===== config.mk =====
export PLATFORM = sky130hd
export DESIGN_NAME = pipe_stage_reg
export DESIGN_NICKNAME = d
export VERILOG_FILES = /design/src/rtl/pipe_stage_reg_pkg.sv /design/src/rtl/pipe_stage_reg_sat_counter.sv /design/src/rtl/pipe_stage_reg.sv
export SDC_FILE = /design/constraint.sdc
export NUM_CORES = 1
export LEC_CHECK = 0
export ABC_AREA = 1
export CORE_MARGIN = 1.5
export CORE_UTILIZATION = 37
export CTS_CLUSTER_SIZE = 16
export DETAILED_ROUTE_END_ITERATION = 8
export PLACE_DENSITY = 0.84
export SLEW_MARGIN = 5
export SYNTH_ARGS = -nofsm -noshare
export SYNTH_HDL_FRONTEND = slang
export SYNTH_SLANG_ARGS = --single-unit
export TNS_END_PERCENT = 5

===== constraint.sdc =====
create_clock -name clk -period 1.5 [get_ports clk]
set_clock_uncertainty 0.15 [all_clocks]
set_input_delay 0.375 -clock clk [delete_from_list [all_inputs] [get_ports clk]]
set_output_delay 0.375 -clock clk [all_outputs]
set_load 0.01 [all_outputs]

===== src/rtl/pipe_stage_reg_pkg.sv =====
// Shared types and constants for the MIPS inter-stage pipeline registers.
// Holds the exception vector, exception codes and the stage-header bundle.
package pipe_stage_reg_pkg;

    localparam logic [31:0] EXC_VECTOR_DEF = 32'h0000_4180;

    typedef logic [4:0] exccode_t;

    localparam exccode_t EXC_INT  = 5'd0;
    localparam exccode_t EXC_ADEL = 5'd4;
    localparam exccode_t EXC_ADES = 5'd5;
    localparam exccode_t EXC_RI   = 5'd10;
    localparam exccode_t EXC_OV   = 5'd12;

    typedef struct packed {
        logic [31:0] pc;
        logic [31:0] instr;
        exccode_t    exccode;
        logic        delayed;
        logic        valid;
    } stage_hdr_t;

    // Empty header, optionally keeping the pc/exception info needed for EPC/BD.
    function automatic stage_hdr_t hdr_bubble(input logic [31:0] pc,
                                              input exccode_t    exccode,
                                              input logic        delayed);
        stage_hdr_t h;
        h         = '0;
        h.pc      = pc;
        h.exccode = exccode;
        h.delayed = delayed;
        return h;
    endfunction

endpackage


===== src/rtl/pipe_stage_reg_sat_counter.sv =====
// Saturating up-counter with synchronous clear, used for pipeline
// bubble/hold performance monitoring.
module sat_counter #(
    parameter int CNT_W = 16
) (
    input  logic             clk,
    input  logic             reset,
    input  logic             inc,
    input  logic             clr,
    output logic [CNT_W-1:0] value
);

    logic [CNT_W-1:0] value_reg;

    // Clear beats a same-cycle increment; the count sticks at all-ones.
    always_ff @(posedge clk) begin
        if (reset || clr) begin
            value_reg <= '0;
        end else if (inc && (value_reg != {CNT_W{1'b1}})) begin
            value_reg <= value_reg + 1'b1;
        end
    end

    assign value = value_reg;

endmodule


===== src/rtl/pipe_stage_reg.sv =====
// Inter-stage pipeline register (D/E, E/M, M/W) carrying pc, instr, exccode,
// delay-slot flag, valid bit and a configurable payload, with perf counters.
module pipe_stage_reg
    import pipe_stage_reg_pkg::*;
#(
    parameter int          PAYLOAD_W     = 96,
    parameter logic [31:0] EXC_VECTOR    = EXC_VECTOR_DEF,
    parameter bit          STALL_KEEP_PC = 1'b1,
    parameter int          CNT_W         = 16
) (
    input  logic                 clk,
    input  logic                 reset,
    input  logic                 req,
    input  logic                 flush,
    input  logic                 stall,
    input  logic                 enable,
    input  logic                 cnt_clr,
    input  logic [31:0]          in_pc,
    input  logic [31:0]          in_instr,
    input  logic [PAYLOAD_W-1:0] in_payload,
    input  logic [4:0]           in_exccode,
    input  logic                 in_delayed,
    input  logic                 in_valid,
    output logic [31:0]          out_pc,
    output logic [31:0]          out_instr,
    output logic [PAYLOAD_W-1:0] out_payload,
    output logic [4:0]           out_exccode,
    output logic                 out_delayed,
    output logic                 out_valid,
    output logic [CNT_W-1:0]     bubble_cnt,
    output logic [CNT_W-1:0]     hold_cnt
);

    stage_hdr_t           hdr_reg, hdr_next;
    logic [PAYLOAD_W-1:0] payload_reg, payload_next;
    logic                 bubble_cycle;
    logic                 hold_cycle;

    // Fixed priority: req > flush > stall > enable > hold (reset handled in the flop).
    always_comb begin
        hdr_next     = hdr_reg;
        payload_next = payload_reg;
        bubble_cycle = 1'b0;
        hold_cycle   = 1'b0;
        if (req) begin
            hdr_next     = hdr_bubble(EXC_VECTOR, EXC_INT, 1'b0);
            payload_next = '0;
            bubble_cycle = 1'b1;
        end else if (flush) begin
            hdr_next     = '0;
            payload_next = '0;
            bubble_cycle = 1'b1;
        end else if (stall) begin
            if (STALL_KEEP_PC) begin
                hdr_next = hdr_bubble(in_pc, in_exccode, in_delayed);
            end else begin
                hdr_next = '0;
            end
            payload_next = '0;
            bubble_cycle = 1'b1;
        end else if (enable) begin
            hdr_next.pc      = in_pc;
            hdr_next.instr   = in_instr;
            hdr_next.exccode = in_exccode;
            hdr_next.delayed = in_delayed;
            hdr_next.valid   = in_valid;
            payload_next     = in_payload;
        end else begin
            hold_cycle = 1'b1;
        end
    end

    always_ff @(posedge clk) begin
        if (reset) begin
            hdr_reg     <= '0;
            payload_reg <= '0;
        end else begin
            hdr_reg     <= hdr_next;
            payload_reg <= payload_next;
        end
    end

    assign out_pc      = hdr_reg.pc;
    assign out_instr   = hdr_reg.instr;
    assign out_exccode = hdr_reg.exccode;
    assign out_delayed = hdr_reg.delayed;
    assign out_valid   = hdr_reg.valid;
    assign out_payload = payload_reg;

    // Counter 0 tracks bubbles, counter 1 tracks hold cycles.
    logic [1:0]       cnt_inc;
    logic [CNT_W-1:0] cnt_value [2];

    assign cnt_inc = {hold_cycle, bubble_cycle};

    generate
        for (genvar gi = 0; gi < 2; gi++) begin : g_cnt
            sat_counter #(
                .CNT_W (CNT_W)
            ) u_cnt (
                .clk   (clk),
                .reset (reset),
                .inc   (cnt_inc[gi]),
                .clr   (cnt_clr),
                .value (cnt_value[gi])
            );
        end
    endgenerate

    assign bubble_cnt = cnt_value[0];
    assign hold_cnt   = cnt_value[1];

endmodule


==> results of run 1 <==
-- where the power goes --
part	internal [mW]	total (mW)	leakage [nW]	switching [mW]
sequential	5.35	5.39	1.66	0.0394
clock	2.58	4.88	0.307	2.30
combinational	0.672	1.23	3.53	0.563
total	8.60	11.5	5.50	2.91
-- logic make-up (layout without fill, tap and decap cells) --
kind of cell / after synthesis / after routing / synth area share [%]
compound gates: 160 / 160 / 14.8
xor+xnor: 1 / 1 / 0.109
fa+ha+maj: 2 / 2 / 0.312
buf+inv: 86 / 544 / 5.61
flops: 199 / 199 / 49.6
simple gates: 576 / 577 / 29.6
-- worst register-to-register path, delay by kind of cell (launching register included) --
kind,cells,cell delay [ps]
adder cells (fa/ha/maj),1,130
flip-flops,1,350
buffers and inverters,3,260
AND/OR/NAND/NOR,6,640
-- area by class of cell --
| cell class | count | area, um2 |
|---|---|---|
| well taps | 275 | 344 |
| clock inverters | 15 | 199 |
| multi-input cells | 740 | 3790 |
| flip-flops and latches | 199 | 4130 |
| clock buffers | 17 | 425 |
| repair buffers | 483 | 3790 |
| inverters | 29 | 116 |
| fillers | 1802 | 8350 |
-- layout by cell type, fill, tap and decap left out, types with 2 or more instances in the layout --
master           count
a21oi_1             42
a21oi_2            110
a31oi_2              3
buf_12               9
buf_16               2
buf_2              192
buf_4               88
buf_6               19
bufinv_16            2
clkbuf_16           17
clkdlybuf4s50_1    170
clkinv_4             3
dfxtp_1             92
dfxtp_2            101
dfxtp_4              6
dlygate4sd2_1        2
ha_4                 2
inv_1               23
inv_2                3
inv_4                3
inv_6                4
inv_8                4
nand2_1            339
nand2_2              4
nand2_4              4
nand3_1             23
nand3_2              4
nand3b_1             7
nand4_1              6
nor2_1             131
nor2_2              10
nor2_4               7
nor3_1              38
o21ai_0              3
-- per-stage QoR --
stage	area (um2)	setup slack, ps	power (mW)	std cells	hold slack [ps]
global placement	12700	-498	6.76	1713	293
finish	12800	-118	11.5	1758	306
detailed placement	12700	-546	6.77	1713	296
global route	12800	-207	11.9	1758	325
CTS	12700	-74.4	11.6	1757	305
floorplan	8070	-8.22	5.98	1024	294
-- repair_timing --
item,in CTS,in global routing
hold endpoints to repair,0,0
cloned,3,0
gates resized for setup,949,21
setup buffers,9,1
pin swaps,12,5
endpoints found under the setup margin,363,73
-- per-layer routing --
layer	vias up	track usage [%]
met5	-	0
met4	0	11.2
met3	74	6.39
met2	353	41.0
met1	3940	26.9
li1	4166	-
-- final timing paths --
kind                                         startpoint                  endpoint  cells past startpoint
worst max-delay path            g_cnt[0].u_cnt.value[1]  g_cnt[0].u_cnt.value[14]                     10
worst min-delay path                    out_payload[11]           out_payload[11]                      2
worst max register to register  g_cnt[0].u_cnt.value[1]  g_cnt[0].u_cnt.value[14]                     10
worst min register to register          out_payload[11]           out_payload[11]                      2
==> impl_metrics.toml, run 1 <==
[synthesis]
synth_top_cells_by_area = "dfxtp_1 (50%), nand2_1 (16%), a21oi_2 (11%), nor2_1 (6.4%), a21oi_1 (3.2%)"
ys_ff_latch = 199
yosysTopAreaCellShare_pct = 49.6
ys_seq_area_share_pct = 49.6
syn-instance-count = 1024
ys_types = 29
syn-num-nets = 1200
synth.most_common_cell = "nand2_1"
synth_ff_type = "dfxtp_1"
ys_async_sr_fraction_pct = 0
synth_common_cells = "nand2_1 (344), dfxtp_1 (199), nor2_1 (138)"
syn_area_um2 = 8030
synth_edf_count = 0
ys_warn_count = 0
syn_area_per_cell_um2 = 7.84
synth.largest_area_cell = "dfxtp_1"

[clock_network]
cts_root_buf = "clkbuf_16"
cts_tree = "built"
postCtsHoldBufs = 0
clk_pin_slew_ps = 80
clock_latency_ps = 420
clock_sinks = 199
cts.htree.levels = 4
cts.path.max_buffers = 2
cts_made_buffers = 17

[global_routing]
grt_usage_pct = 23.7
antenna_found_initial = 0
grt_pass1_vias = 8354
overflow = 0
grt_max_degree = 67
grt_pass1_wl_um = 41900

[drt]
drt-met1-wl_um = 10600
highest_layer = "met4"
met3_wirelength_um = 2090
drc = 0
wl_met2_um = 13700
vias = 8533
drtIter0Drc = 477
ant_nets = 0
drt-total-wl_um = 27500
via_per_inst = 4.85
wl_per_cell_um = 15.6
drtPass1Iterations = 4

[critical_path]
critPathKind = "reg2reg"
cp.arrival_ps = 1790
crit_family = "simple AND/OR/NAND/NOR gates"
rrSetupSlack_ps = -120
cpPeakStageDelay_ps = 350
crit_buf_inv = 3
crit_slowest_cell = "dfxtp_2"
cp.required_ps = 1670
crit_chain = "buf_6 -> ha_4 -> inv_2 -> nor2_4 -> buf_6 -> nand3b_1 -> nor2_2 -> nand3_1 -> nand2_1 -> nor2_1"
endpoint_kind = "flip-flop"
startpoint_type = "flip-flop"
cpMostUsedCell = "buf_6"
path_max_fanout = 3

[worst_hold_path]
hp-class = "reg2reg"

[cells_and_area]
largest_reg_flops = 96
nets = 1646
drive_gt1_share_pct = 40.8
antenna_cells = 0
utilization_pct = 60.5
synthToLayoutAreaGrowth_pct = 59.4

[floorplanning]
rows = 53
dieWidth_um = 150
start_util_pct = 38.0
pin_count = 373
die-area_um2 = 22600
fp.dieH_um = 150
core_area_um2 = 21200

[timing]
finalSetupViolCount = 31
tightest_slew_ps = 356
min_period_ps = 1620
fin_crit_sh_pct = 108
hold_viol = 0
slew_headroom_pct = 76.3
slew_violations = 0
setup_tns_ps = -1570
final.setup.worst_slack_ps = -118
max_freq_mhz = 618
rsz0062_at_grt = "true"

[power_and_ir_drop]
cellPowerDensity_nw_per_um2 = 898
leakagePower_nw = 5.50
vdd_drop_max_mv = 0.592

[placement]
dp_hpwl_um = 19900
routabilityCongestion = 0.907
io_buffers = 372

[outcome]
violations = "negative setup slack"
outcome = "finished with violations"

[job]
timing.max_cap.violations = 0
Power figures use the tool's default switching activity.
==> inputs of run 2 (changes only) <==
- SKIP_CTS_REPAIR_TIMING: default -> 1
==> impl_metrics.toml, run 2 (synthesized netlist as in run 1, its figures left out) <==
[timing]
final.setup.worst_slack_ps = -185
slew_headroom_pct = 78.9
tightest_slew_ps = 316
max_freq_mhz = 593
rsz0062_at_grt = "true"
fin_crit_sh_pct = 112
min_period_ps = 1690
hold_viol = 0
setup_tns_ps = -1090
slew_violations = 0
finalSetupViolCount = 22

[floorplanning]
dieWidth_um = 150
rows = 53
core_area_um2 = 21200
fp.dieH_um = 150
start_util_pct = 38.0
die-area_um2 = 22600
pin_count = 373

[critical_path]
cp.arrival_ps = 1860
r2r-start = "g_cnt[1].u_cnt.value[1]"
cpPeakStageDelay_ps = 380
crit_family = "simple AND/OR/NAND/NOR gates"
rrSetupSlack_ps = -190
crit_slowest_cell = "dfxtp_2"
path_depth = 7
crit_chain = "ha_4 -> nand2_2 -> nor2_4 -> buf_4 -> nand4_1 -> a21oi_1 -> nor2_1"
ff2ff_path_depth = 7
endpoint_kind = "flip-flop"
critPathKind = "reg2reg"
path_max_fanout = 6
cp.required_ps = 1680
startpoint_type = "flip-flop"
critPathCapture = "g_cnt[1].u_cnt.value[15]"
reg2reg_to = "g_cnt[1].u_cnt.value[15]"
crit_start = "g_cnt[1].u_cnt.value[1]"
crit_buf_inv = 1

[clock_network]
clk_pin_slew_ps = 80
cts.htree.levels = 4
clock_latency_ps = 430
clock_sinks = 199
cts_tree = "built"
cts_root_buf = "clkbuf_16"
cts.path.max_buffers = 2
cts_made_buffers = 17

[cells_and_area]
antenna_cells = 0
largest_reg_flops = 96
nets = 1633
layout.cells.most_common_list = "nand2_1 (340), clkdlybuf4s50_1 (170), dfxtp_1 (153)"
fill_cells = 1760
utilization_pct = 61.9
mostFrequentLayoutCell = "nand2_1"
stdcell_count = 1745
drive_gt1_share_pct = 30.5
synthToLayoutAreaGrowth_pct = 63.0

[power_and_ir_drop]
power_mw = 11.5
vdd_drop_max_mv = 0.592
cellPowerDensity_nw_per_um2 = 878
leakagePower_nw = 6.41

[global_routing]
overflow = 0
antenna_found_initial = 0
grt_pass1_vias = 8084
grt_usage_pct = 22.6
grt_max_degree = 67
grt_pass1_wl_um = 40100

[outcome]
outcome = "finished with violations"
violations = "negative setup slack"

[placement]
routabilityCongestion = 0.907
io_buffers = 372
dpl.cell_count = 1713
dp_hpwl_um = 19900

[drt]
via_per_inst = 4.80
drt-total-wl_um = 27000
ant_nets = 0
drc = 0
wl_per_cell_um = 15.5
drtIter0Drc = 410
vias = 8372
drtPass1Iterations = 5

[job]
timing.max_cap.violations = 0

[worst_hold_path]
hp-class = "in2reg"
## run 2: metrics by stage
stage	instance area [um2]	hold WS, ps	worst slack (ps)
2_1_floorplan	8070	294	-8.22
3_3_place_gp	12700	293	-498
3_5_place_dp	12700	296	-546
4_1_cts	13300	308	-513
5_1_grt	13100	307	-338
6_report	13100	291	-185
## run 2: worst min-delay path by stage
stage | start | end | slack [ps] | depth (start not counted)
floorplan | reset | out_pc[14] | 290 | 1
global route | req | out_pc[7] | 310 | 4
finish | req | out_pc[8] | 290 | 4
global placement | out_payload[11] | out_payload[11] | 290 | 2
CTS | out_payload[11] | out_payload[11] | 310 | 2
detailed placement | out_payload[11] | out_payload[11] | 300 | 2
## run 2: where the power goes
part / internal (mW) / switching (mW)
combinational: 0.682 / 0.552
sequential: 5.34 / 0.0430
clock: 2.58 / 2.30
## run 2: area by class of cell
class | instances | area, um2 | area share (%)
well taps | 275 | 344 | 2.63
clock buffers | 17 | 425 | 3.25
flip-flops and latches | 199 | 4060 | 31.0
repair buffers | 471 | 4200 | 32.1
multi-input cells | 739 | 3740 | 28.6
clock inverters | 15 | 199 | 1.52
inverters | 29 | 114 | 0.870
## run 2: per-layer routing
layer  wire, um  vias to the layer above  track usage [%]
met1      10600                     3854             26.0
met4        930                        0             9.61
met2      13400                      319             38.9
met3       2060                       62             6.52
li1           -                     4137                -
met5          0                        -                0
## run 2: worst register-to-register path, delay by kind of cell (launching register included)
kind,cells,cell delay (ps)
DFF,1,380
and+or+nand+nor,4,540
buffers and inverters,1,130
AOI/OAI and AO/OA,1,250
adders and majority gates,1,150
